$ cat src/rtl/logic_pipe_if.sv
// Operand/result handshake bundle for logic_pipe_unit.
// Upstream (operand fetch) and downstream (writeback) share one bundle;
// the master side is whoever drives operands and consumes results.
interface logic_pipe_if #(
   parameter int WIDTH = 32
);
   logic             IN_VALID;
   logic             IN_READY;
   logic [WIDTH-1:0] A;
   logic [WIDTH-1:0] B;
   logic [2:0]       OP;
   logic             OUT_VALID;
   logic             OUT_READY;
   logic [WIDTH-1:0] R;
   logic             Z;
   logic             P;

   modport master (
      output IN_VALID, A, B, OP, OUT_READY,
      input  IN_READY, OUT_VALID, R, Z, P
   );

   modport slave (
      input  IN_VALID, A, B, OP, OUT_READY,
      output IN_READY, OUT_VALID, R, Z, P
   );
endinterface

$ cat src/rtl/logic_pipe_unit.sv
// Pipelined bitwise logic unit: eight ops, zero/parity flags, elastic
// valid chain so empty stages fill while later stages are stalled.
module logic_pipe_unit #(
   parameter int WIDTH  = 32,
   parameter int STAGES = 2
) (
   input  logic          CLK,
   input  logic          RST_N,
   logic_pipe_if.slave   bus
);

   typedef enum logic [2:0] {
      OP_AND  = 3'b000,
      OP_OR   = 3'b001,
      OP_XOR  = 3'b010,
      OP_NOR  = 3'b011,
      OP_XNOR = 3'b100,
      OP_NAND = 3'b101,
      OP_ANDN = 3'b110,
      OP_PASS = 3'b111
   } op_e;

   typedef struct packed {
      logic [WIDTH-1:0] r;
      logic             z;
      logic             p;
   } pay_t;

   pay_t              pay [STAGES];
   pay_t              in_pay;
   logic [STAGES-1:0] vld_pipe;
   logic [STAGES-1:0] adv;
   logic [STAGES-1:0] lo_mask;
   logic [WIDTH-1:0]  res;

   // Operation decode and flags, computed from the live operands so they
   // land in stage 0 together with the result.
   always_comb begin
      res = '0;
      unique case (op_e'(bus.OP))
         OP_AND:  res = bus.A & bus.B;
         OP_OR:   res = bus.A | bus.B;
         OP_XOR:  res = bus.A ^ bus.B;
         OP_NOR:  res = ~(bus.A | bus.B);
         OP_XNOR: res = ~(bus.A ^ bus.B);
         OP_NAND: res = ~(bus.A & bus.B);
         OP_ANDN: res = bus.A & ~bus.B;
         OP_PASS: res = bus.A;
         default: res = '0;
      endcase
      in_pay.r = res;
      in_pay.z = ~|res;
      in_pay.p = ^res;
   end

   // Stage i advances when it, or any stage after it, has a hole, or when
   // the output is being consumed. Written in closed form so the ready
   // chain has no self-referencing vector.
   always_comb begin
      adv     = '0;
      lo_mask = '0;
      for (int i = 0; i < STAGES; i++) begin
         lo_mask = ((STAGES)'(1) << i) - (STAGES)'(1);
         adv[i]  = bus.OUT_READY || ((vld_pipe | lo_mask) != '1);
      end
   end

   // Valid chain and payload shift. Payload only loads alongside a valid
   // bit, so the output stays at its reset value until the first result.
   always_ff @(posedge CLK or negedge RST_N) begin
      if (!RST_N) begin
         vld_pipe <= '0;
         for (int i = 0; i < STAGES; i++) pay[i] <= '0;
      end else begin
         if (adv[0]) begin
            vld_pipe[0] <= bus.IN_VALID;
            if (bus.IN_VALID) pay[0] <= in_pay;
         end
         for (int i = 1; i < STAGES; i++) begin
            if (adv[i]) begin
               vld_pipe[i] <= vld_pipe[i-1];
               if (vld_pipe[i-1]) pay[i] <= pay[i-1];
            end
         end
      end
   end

   assign bus.IN_READY  = adv[0];
   assign bus.OUT_VALID = vld_pipe[STAGES-1];
   assign bus.R         = pay[STAGES-1].r;
   assign bus.Z         = pay[STAGES-1].z;
   assign bus.P         = pay[STAGES-1].p;

endmodule

$ cat src/flat_wrapper.sv
// flat-port wrapper written by rule: the top's interface ports become plain ports
module logic_pipe_unit_flat 
#(
   parameter int WIDTH  = 32,
   parameter int STAGES = 2
)
  (CLK, RST_N, bus_IN_VALID, bus_A, bus_B, bus_OP, bus_OUT_READY, bus_IN_READY, bus_OUT_VALID, bus_R, bus_Z, bus_P);
  logic_pipe_if #(.WIDTH(WIDTH)) bus_i ();
  input  logic CLK;
  input  logic RST_N;
  input wire logic [$bits(bus_i.IN_VALID)-1:0] bus_IN_VALID;
  input wire logic [$bits(bus_i.A)-1:0] bus_A;
  input wire logic [$bits(bus_i.B)-1:0] bus_B;
  input wire logic [$bits(bus_i.OP)-1:0] bus_OP;
  input wire logic [$bits(bus_i.OUT_READY)-1:0] bus_OUT_READY;
  output wire logic [$bits(bus_i.IN_READY)-1:0] bus_IN_READY;
  output wire logic [$bits(bus_i.OUT_VALID)-1:0] bus_OUT_VALID;
  output wire logic [$bits(bus_i.R)-1:0] bus_R;
  output wire logic [$bits(bus_i.Z)-1:0] bus_Z;
  output wire logic [$bits(bus_i.P)-1:0] bus_P;
  assign bus_i.IN_VALID = bus_IN_VALID;
  assign bus_i.A = bus_A;
  assign bus_i.B = bus_B;
  assign bus_i.OP = bus_OP;
  assign bus_i.OUT_READY = bus_OUT_READY;
  assign bus_IN_READY = bus_i.IN_READY;
  assign bus_OUT_VALID = bus_i.OUT_VALID;
  assign bus_R = bus_i.R;
  assign bus_Z = bus_i.Z;
  assign bus_P = bus_i.P;
  logic_pipe_unit #(.WIDTH(WIDTH), .STAGES(STAGES)) u_core (.CLK(CLK), .RST_N(RST_N), .bus(bus_i));
endmodule
$ cat config.mk
export PLATFORM = sky130hd
export DESIGN_NAME = logic_pipe_unit_flat
export DESIGN_NICKNAME = d
export VERILOG_FILES = /design/src/rtl/logic_pipe_if.sv /design/src/rtl/logic_pipe_unit.sv /design/src/flat_wrapper.sv
export SDC_FILE = /design/constraint.sdc
export NUM_CORES = 1
export LEC_CHECK = 0
export CORE_ASPECT_RATIO = 0.5
export CORE_MARGIN = 2
export CORE_UTILIZATION = 35
export DETAILED_ROUTE_END_ITERATION = 10
export PLACE_DENSITY = 0.54
export RECOVER_POWER = 100
export SLEW_MARGIN = 40
export SYNTH_ARGS = -nofsm -noshare
export SYNTH_HDL_FRONTEND = slang
export SYNTH_SLANG_ARGS = --single-unit
$ cat constraint.sdc
create_clock -name CLK -period 2.5 [get_ports CLK]
set_input_delay 0.5 -clock CLK [delete_from_list [all_inputs] [get_ports CLK]]
set_output_delay 0.5 -clock CLK [all_outputs]
set_load 0.02 [all_outputs]
# Yosys cells after proc, flatten, opt, wreduce, memory -nomap -nowiden
# Index checks and enable logic that the tools add are counted.
dict set report totals {
  wordCells 34
  register_bits 70
}
dict set report classes {
  n_bitwise 9
  reduce_logical 8
  n_mux 1
  n_eq_ne 8
}
# operator count
set op_table {}
lappend op_table {{one-hot mux 32 bit (8 select lines)} 1}
lappend op_table {{inverter 32 bit} 4}
lappend op_table {{bitwise AND 32 bit} 2}
lappend op_table {{bitwise OR 32 bit} 1}
lappend op_table {{OR reduction 32 bit} 1}
lappend op_table {{XOR reduction 32 bit} 1}
lappend op_table {{XOR 32 bit} 1}
lappend op_table {{equality test 3 bit (second input constant)} 4}
lappend op_table {{equality test 3 x 2 -> 1 bit (second input constant)} 2}
lappend op_table {{AND reduction 2 bit} 2}
lappend op_table {{equality test 3 x 1 -> 1 bit (second input constant)} 1}
lappend op_table {{zero test 3 bit} 1}
lappend op_table {{logical OR 1 bit} 2}
lappend op_table {{!= test 2 bit (second input constant)} 1}
lappend op_table {{zero test 1 bit} 1}
lappend op_table {{inverter 1 bit} 1}

# Depth between registers and ports, before layout
# Gate-level depths: netlist (run 1).
dict set report depth {
  word_depth 5
  ltp_mapped 13
  ltp_nobuf 12
}

# Least setup slack after synthesis (run 1)
# Ideal clock, no wire load.
dict set report synth_path {
  path_kind {input-to-reg}
  start {input port bus_B[6]}
  end {register u_core.pay[34] (netlist name)}
  path_slack_ns -0.075
  setup_ns 0.128
  path_stages 12
  t_arrival_ns 2.447
  cell_sequence {inv_1 > ha_1 > mux2i_1 > nor2_1 > a2111oi_2 > a21oi_1 > ha_1 > xor2_1 > xnor2_1 > xnor2_1 > xnor2_1 > o21ai_0}
}
dict set report synth_between {
  elab_chain_cells 4
  elab_cells_between_ends 10
  cone_classes {1 x mux; 8 x bitwise; 1 x reduce/logical}
}
# element line_no
set synth_lines {}
lappend synth_lines {{start, declared} flat_wrapper.sv:13} ;# input wire logic [$bits(bus_i.B)-1:0] bus_B;
lappend synth_lines {{inverter 32 bit, or another cell as far along} logic_pipe_unit.sv:47} ;# OP_ANDN: res = bus.A & ~bus.B;
lappend synth_lines {{bitwise AND 32 bit, or another cell as far along} logic_pipe_unit.sv:47}
lappend synth_lines {{one-hot mux 32 bit (8 select lines) (*)} logic_pipe_unit.sv:40} ;# unique case (op_e'(bus.OP))
lappend synth_lines {{XOR reduction 32 bit (*)} logic_pipe_unit.sv:53} ;# in_pay.p = ^res;
lappend synth_lines {{end signal, assigned by index} logic_pipe_unit.sv:82} ;# if (vld_pipe[i-1]) pay[i] <= pay[i-1];
lappend synth_lines {{end, declared} logic_pipe_unit.sv:29} ;# pay_t pay [STAGES];
# Every way passes the cells marked *; elsewhere a longest branch is shown, timed or not.
# A chain may end at the register's enable or synchronous reset.

# Final worst setup path (run 1)
dict set report layout_path {
  start {input port bus_A[27]}
  end {register u_core.pay[34] (netlist name)}
}
dict set report layout_between {
  elab_chain_cells 4
  elab_cells_between_ends 9
  cone_classes {1 x mux; 7 x bitwise; 1 x reduce/logical}
}
# element line_no
set layout_lines {}
lappend layout_lines {{start, declared} flat_wrapper.sv:12} ;# input wire logic [$bits(bus_i.A)-1:0] bus_A;
lappend layout_lines {{bitwise AND 32 bit, or another cell as far along} {logic_pipe_unit.sv:41, logic_pipe_unit.sv:46}}
lappend layout_lines {{inverter 32 bit (on tied branches)} {logic_pipe_unit.sv:46, logic_pipe_unit.sv:44, logic_pipe_unit.sv:45}}
lappend layout_lines {{one-hot mux 32 bit (8 select lines) (*)} logic_pipe_unit.sv:40}
lappend layout_lines {{XOR reduction 32 bit (*)} logic_pipe_unit.sv:53}
# Marked as above.

==> impl_results.md, run 1 <==
* Mapped Cells at 811
* Antenna Violating Nets Remaining at 0
* Critical path type: in -> reg
* Post-synth EDFFs at 0
* Commonest non-fill, non-tap cell in the layout: buf_4
* TritonCTS clock tree: yes
* Status: finished, violations left
* Vias per Instance at between 4 and 5
* P_leak at 5.29 nW
* Crit path DAT at ~2.7 ns
* Layout cells sized above 1 at 46.7%
* Crit share post-route at 101%
* Sequential cell area fraction in the yosys report at 24.7%
* Syn Std Cell Area at just over 0.007 mm^2
* Number of synthesized register bits at 70
* Die Ht at about 100 um
* Required time worst endpoint at 2.70 ns
* First-pass GRT wire length at 33400 um
* Pre-CTS setup slack at -0.830 ns
* Crit path buf inv count at 2
* Num rows at 36
* CP Cell Sequence: dlygate4sd2_1 > buf_4 > ha_1 > and3_1 > o21ai_2 > a21oi_1 > o22ai_2 > ha_4 > xnor2_2 > xnor2_2 > xnor2_1 > xnor2_1 > o21ai_1
* TritonCTS Sinks at 70
* Logic pwr share at between 50% and 60%
* Clk network pwr share at 23.6%
* Clock transition at path regs at roughly 0.06 ns
* Worst hold-check path type: in -> async
* Largest net degree at the start of global routing at 69
* Failing checks: setup timing
* Post-synth net total at 994
* CP Capture Type: flop
* Synth cell types at 46
* Max_cap viols at 0
* Max incr delay on CP at approximately 0.27 ns
* Area delta synth->final at 55.9%
* GP Congestion at 0.846
* Final worst setup slack at -0.0336 ns
* Worst hold slack at 0.262 ns
* Fraction of registers with async set or reset after synthesis at 100%
* Final setup violating endpoints at 1
* Wire per inst at between 15 and 20 um
* R2R cell count at 4
* Core Util, Final at about 56%
* Period minus WS final at between 2 and 3 ns
* Most frequent cells in the layout: buf_4, nand2_1, dfrtp_1
* Drc violations at 0
* Clk_skew at 0.00646 ns
* Core Area at roughly 0.02 mm^2
* Maximum vdd ir drop at between 0.0003 and 0.0004 V
* Root buffer cell: clkbuf_16
* Worst Tran Pin Value at 1.32 ns
* CP max-delay cell: dlygate4sd2_1
* Clk_lat worst skew at between 0.3 and 0.4 ns
* CP Launch Type: input pin
* P_int at between 3 and 4 mW
* TritonCTS Buffers at 9
* Vias in the first global route at ~6700
* IO buf count at 106
* Die area at 0.0215 mm^2
* Sw Ratio at roughly 33%
* All-Layer GR Usage at between 10% and 20%
* Pre-antenna DRT Iters at 6
* Critical path depth in cells at 13
* WL final at ~21000 um
* P per Cell Area at 534 mW/mm^2
* Seq pwr share at 26.3%
* Delay-heaviest family, CP: XOR/XNOR gates
* Die X at just over 200 um
* 1st-iter DRT viols at ~230
* Crit-path max FO at 2
* Syn_area_per_cell at just under 9 um^2
* Fin nets at roughly 1300
* Yosys warns at 0
* Gr ovfl total at 0
* Ports at 107
* DP Wirelength at 15000 um
* Slew Limit Fails at 0
* Unrepaired setup endpoints after global routing: true
* Worst slew margin at 11.8%
* Initial antenna violation count at 1
* Longest Clk Path Bufs at 2
* Final Hold Fails at 0
* H-tree levels at 3
* Initial Util at a little over a third
* Fmax at 0.395 GHz
* Main synth FF type: dfrtp_1
* NetSw at roughly 2.0 mW
* Via count at 6616
==> sequential cells by signal (all words and copies together) (netlist names) <==
name / flops
u_core.pay: 34
u_core.bus.P: 1
u_core.bus.Z: 1
u_core.vld_pipe: 2
u_core.bus.R: 32
==> area by class of cell <==
| class | instances | area (um^2) |
|---|---|---|
| Tap cell | 266 | 333 |
| Fill cell | 1734 | 8620 |
| Inverter | 66 | 267 |
| Clock inverter | 6 | 92.6 |
| Clock buffer | 10 | 239 |
| Sequential cell | 70 | 1750 |
| Antenna cell | 1 | 2.50 |
| Multi-Input combinational cell | 592 | 5440 |
| Timing Repair Buffer | 351 | 2930 |
==> cells in the mapped netlist (all sizes together), types with 2 or more instances <==
library cell | count | area share, %
a2111oi | 13 | 2.8
a21o | 13 | 1.4
a21oi | 41 | 2.9
a22o | 9 | 1.1
a41o | 6 | 0.85
and3 | 9 | 0.79
buf | 74 | 7.4
clkbuf | 9 | 0.48
dfrtp | 70 | 25
ha | 112 | 20
inv | 65 | 3.4
mux2 | 40 | 6.3
mux2i | 25 | 3.5
nand2 | 81 | 4.3
nand2b | 4 | 0.46
nand3 | 2 | 0.14
nand4 | 4 | 0.35
nor2 | 48 | 2.5
nor2b | 26 | 2.3
nor3 | 14 | 0.99
nor3b | 2 | 0.21
o21ai | 68 | 4.8
o22a | 2 | 0.25
o22ai | 13 | 1.1
o2bb2ai | 12 | 1.5
or2 | 3 | 0.26
or3 | 8 | 0.71
xnor2 | 26 | 3.2
xor2 | 2 | 0.25
==> metrics by stage <==
stage | TNS (ns) | cells | total power, mW | cell area [um^2]
2_1_floorplan | 0 | 811 | 3.09 | 7270
3_3_place_gp | -1.53 | 1285 | 3.93 | 9590
3_5_place_dp | -1.67 | 1285 | 3.98 | 9590
4_1_cts | 0 | 1352 | 5.69 | 10800
5_1_grt | -0.359 | 1361 | 6.26 | 11100
6_report | -0.0336 | 1362 | 5.90 | 11100
==> routing by layer <==
layer | track usage (%) | routed length [um] | up-vias
met5 | 0 | 0 | -
met4 | 3.80 | 167 | 0
met3 | 3.84 | 1050 | 18
met2 | 31.2 | 9510 | 129
met1 | 26.7 | 9990 | 3148
li1 | - | - | 3321
==> repair_timing <==
action / CTS / global route
setup endpoints to repair: 2 / 6
setup buffers: 50 / 10
resized for setup: 244 / 98
pin swaps: 100 / 63
hold buffers: 0 / 0
gates cloned: 1 / 0
==> power by group through the flow <==
stage,combinational (mW),clock [mW],sequential (mW)
2_1_floorplan,1.58,0,1.51
3_3_place_gp,2.37,0,1.57
3_5_place_dp,2.41,0,1.57
4_1_cts,2.72,1.42,1.55
5_1_grt,3.19,1.48,1.59
6_report,2.96,1.39,1.55
==> cell families after synthesis <==
family | Yosys count | share of synthesized area (%)
simple gates | 204 | 13.3
compound gates | 183 | 17.5
buf+inv | 149 | 11.4
fa+ha+maj | 112 | 19.7
flops | 70 | 24.7
mux | 65 | 9.87
xor+xnor | 28 | 3.46
==> path summary, 6_finish.rpt <==
path	to	slack [ns]	startpoint
max	u_core.pay[34]$_DFFE_PN0P_	-0.03	bus_A[27]
min	u_core.pay[57]$_DFFE_PN0P_	0.26	RST_N
max reg2reg	u_core.bus.P$_DFFE_PN0P_	0.78	u_core.vld_pipe[1]$_DFFE_PN0N_
min reg2reg	u_core.pay[43]$_DFFE_PN0P_	0.48	u_core.pay[43]$_DFFE_PN0P_
max in group asynchronous	u_core.bus.R[17]$_DFFE_PN0P_	0.48	RST_N
min in group CLK	u_core.pay[43]$_DFFE_PN0P_	0.48	u_core.pay[43]$_DFFE_PN0P_
No activity file was read; power rests on OpenSTA's default activity.
==> run 2, diff against run 1 <==
--- a/config.mk
+++ b/config.mk
@@ -11,7 +11,7 @@
 export DETAILED_ROUTE_END_ITERATION = 10
 export PLACE_DENSITY = 0.54
 export RECOVER_POWER = 100
-export SLEW_MARGIN = 40
+export SLEW_MARGIN = 20
 export SYNTH_ARGS = -nofsm -noshare
 export SYNTH_HDL_FRONTEND = slang
 export SYNTH_SLANG_ARGS = --single-unit
==> results of run 2 <==
No change in the layout: final DEF, timing and power equal those of run 1.
==> run 3, diff against run 2 <==
--- a/config.mk
+++ b/config.mk
@@ -5,10 +5,10 @@
 export SDC_FILE = /design/constraint.sdc
 export NUM_CORES = 1
 export LEC_CHECK = 0
-export CORE_ASPECT_RATIO = 0.5
 export CORE_MARGIN = 2
 export CORE_UTILIZATION = 35
 export DETAILED_ROUTE_END_ITERATION = 10
+export GPL_TIMING_DRIVEN = 0
 export PLACE_DENSITY = 0.54
 export RECOVER_POWER = 100
 export SLEW_MARGIN = 20
==> constraint.sdc (replaced) <==
create_clock -name CLK -period 3.13 [get_ports CLK]
set_input_delay 0.626 -clock CLK [delete_from_list [all_inputs] [get_ports CLK]]
set_output_delay 0.626 -clock CLK [all_outputs]
set_load 0.02 [all_outputs]
==> impl_results.md, run 3 (synthesis gave the netlist of run 1 again) <==
* TritonCTS Sinks at 70 (unchanged)
* Initial antenna violation count at 0 (-1)
* All-Layer GR Usage at 17.9% (-1.4 points)
* Vias per Instance at 4.90 (+0.80%)
* WL final at 19100 um (-7.7%)
* Pre-CTS setup slack at -0.586 ns (+0.244 ns)
* CP Cell Sequence: clkdlybuf4s50_1 > inv_1 > ha_4 > mux2i_1 > nor2_1 > a2111oi_2 > a21oi_2 > ha_1 > xor2_1 > xnor2_1 > xnor2_1 > xnor2_1 > o21ai_0
* Flop-to-flop setup slack at 1.45 ns (+0.67 ns)
* P_leak at 4.42 nW (-16%)
* Dpl cell area at 0.00850 mm^2 (-11%)
* IO buf count at 104 (-1.9%)
* Clk_lat worst skew at 0.33 ns (about the same)
* Commonest non-fill, non-tap cell in the layout: ha_1
* Fin nets at 1116 (-12%)
* Area delta synth->final at 29.7%
* Final setup violating endpoints at 0 (-1)
* Final Hold Fails at 0 (unchanged)
* Core Util, Final at 45.9% (-10 points)
* Final setup TNS at 0 ns (+0.0336 ns)
* Period minus WS final at roughly 3 ns
* Die Ht at 146 um (+40%)
* Delay-heaviest family, CP: XOR/XNOR gates
* CP Launch Type: input pin
* Max incr delay on CP at 0.53 ns (+0.26 ns)
* Status: finished clean
* H-tree levels at 3 (unchanged)
* Crit path DAT at 3.23 ns (+0.49 ns)
* Post-route cell area at 0.00920 mm^2 (-17%)
* Ports at 107 (unchanged)
* Power, Total at 4.00 mW (-32%)
* Required time worst endpoint at 3.34 ns (+0.64 ns)
* Worst hold-check path type: reg -> reg
* Maximum vdd ir drop at 0.000226 V (-26%)
* Multi-input logic area at 0.00494 mm^2 (-9.3%)
* CP most frequent cell: xnor2_1
* Gr ovfl total at 0 (unchanged)
* CP max-delay cell: clkdlybuf4s50_1
* Largest net degree at the start of global routing at 46 (-33%)
* TritonCTS clock tree: yes
* FILL cells at 2038 (+18%)
* Via count at 5910 (-11%)
* Most frequent cells in the layout: ha_1, nand2_1, clkdlybuf4s50_1
* Slew Limit Fails at 0 (unchanged)
* ANT cells at 0 (-1)
* Core Area at 0.0200 mm^2 (+1.8%)
* Register Area at 0.00175 mm^2 (unchanged)
* Die X at 146 um (-29%)
* Longest Clk Path Bufs at 2 (unchanged)
* Initial Util at 35.4% (-0.64 points)
* Worst Tran Pin Value at 1.35 ns (+0.0302 ns)
* Root buffer cell: clkbuf_16
* P per Cell Area at 435 mW/mm^2 (-18%)
* Critical path type: in -> reg
* TritonCTS Buffers at 9 (unchanged)
* Clock transition at path regs at 0.05 ns (about the same)
* Die area at 0.0214 mm^2 (-0.32%)
* Num rows at 52 (+44%)
* Drc violations at 0 (unchanged)
* Wire per inst at 15.8 um (+4.1%)
* GP Congestion at 0.848 (+0.28%)
* Crit path buf inv count at 2 (unchanged)
* Pre-antenna DRT Iters at 4 (-2)
* First-pass GRT wire length at 30600 um (-8.2%)
* Fmax at ~0.33 GHz
* CP Capture Type: flop
* Vias in the first global route at 5953 (-11%)
* DP Wirelength at 14900 um (-0.79%)
* Worst slew margin at 9.91% (-1.9 points)
* Layout cells sized above 1 at 20.5% (-26 points)
* 1st-iter DRT viols at 335 (+45%)
* Max_cap viols at 0 (unchanged)
* Largest register FFs at 34 (unchanged)
* Clk_skew at 0.00278 ns (-0.00368 ns)
* Crit-path max FO at 3 (+1)
* Final worst setup slack at 0.109 ns (+0.143 ns)
* Crit share post-route at 96.5%
* Antenna Violating Nets Remaining at 0 (unchanged)
* Most flops, register: u_core.pay
run 3: changes by cell type in the layout (fill, tap and decap cells not counted), moves of 8 or more:
cell,before,now
clkdlybuf4s50_1,38,74
ha_4,40,17
dlygate4sd2_1,27,1
ha_1,67,95
inv_2,41,2
clkbuf_1,3,16
dlygate4sd3_1,1,21
clkbuf_2,9,1
nor2b_1,12,26
o21ai_2,15,0
nor2b_4,9,0
buf_4,228,51
o21ai_1,43,52
inv_1,17,63
run 3: worst min-delay path: stages (launching register included):
cell     delay [ns]
dfrtp_1        0.34
nand2_1        0.05
o21ai_1        0.06
run 3: per-layer routing:
layer | GRT usage [%] | wire (um) | vias up
li1 | - | - | 2990
met1 | 24.6 | 9240 | 2771
met2 | 29.1 | 8720 | 125
met3 | 2.44 | 741 | 24
met4 | 5.49 | 405 | 0
met5 | 0 | 0 | -
run 3: worst paths after layout:
kind,cells after the start,end,start
max in group asynchronous,2,u_core.bus.R[24]$_DFFE_PN0P_,RST_N
hold reg to reg,2,u_core.pay[65]$_DFFE_PN0P_,u_core.pay[65]$_DFFE_PN0P_
setup reg to reg,4,u_core.bus.R[29]$_DFFE_PN0P_,u_core.vld_pipe[1]$_DFFE_PN0N_
setup / recovery,13,u_core.pay[34]$_DFFE_PN0P_,bus_A[6]
hold / removal,2,u_core.pay[65]$_DFFE_PN0P_,u_core.pay[65]$_DFFE_PN0P_
min in group asynchronous,1,u_core.bus.R[8]$_DFFE_PN0P_,RST_N
run 3: cell type report:
cell class              instances  share of cell area, %
multi-input cells             592                   53.7
well taps                     270                   3.67
clock buffers                  13                   2.61
clock inverters                 2                  0.109
flip-flops and latches         70                   19.0
inverters                      66                   2.71
repair buffers                112                   12.0
plain buffers                  82                   6.15
run 3: metrics by stage:
stage	hold WS, ns	instances
6_report	0.484	1207
5_1_grt	0.514	1207
4_1_cts	0.216	1201
3_5_place_dp	0.481	1186
2_1_floorplan	0.330	811
3_3_place_gp	0.470	1185
run 3: timing repair:
action	4_1_cts	5_1_grt
pin swaps	9	21
hold buffers	0	0
resized for setup	16	52
setup endpoints to repair	2	2
buffers inserted	1	6
run 3: power breakdown:
| group | switching, mW | internal, mW |
|---|---|---|
| combinational | 0.906 | 1.01 |
| sequential | 0.110 | 1.11 |
| clock | 0.340 | 0.529 |
| total | 1.36 | 2.65 |
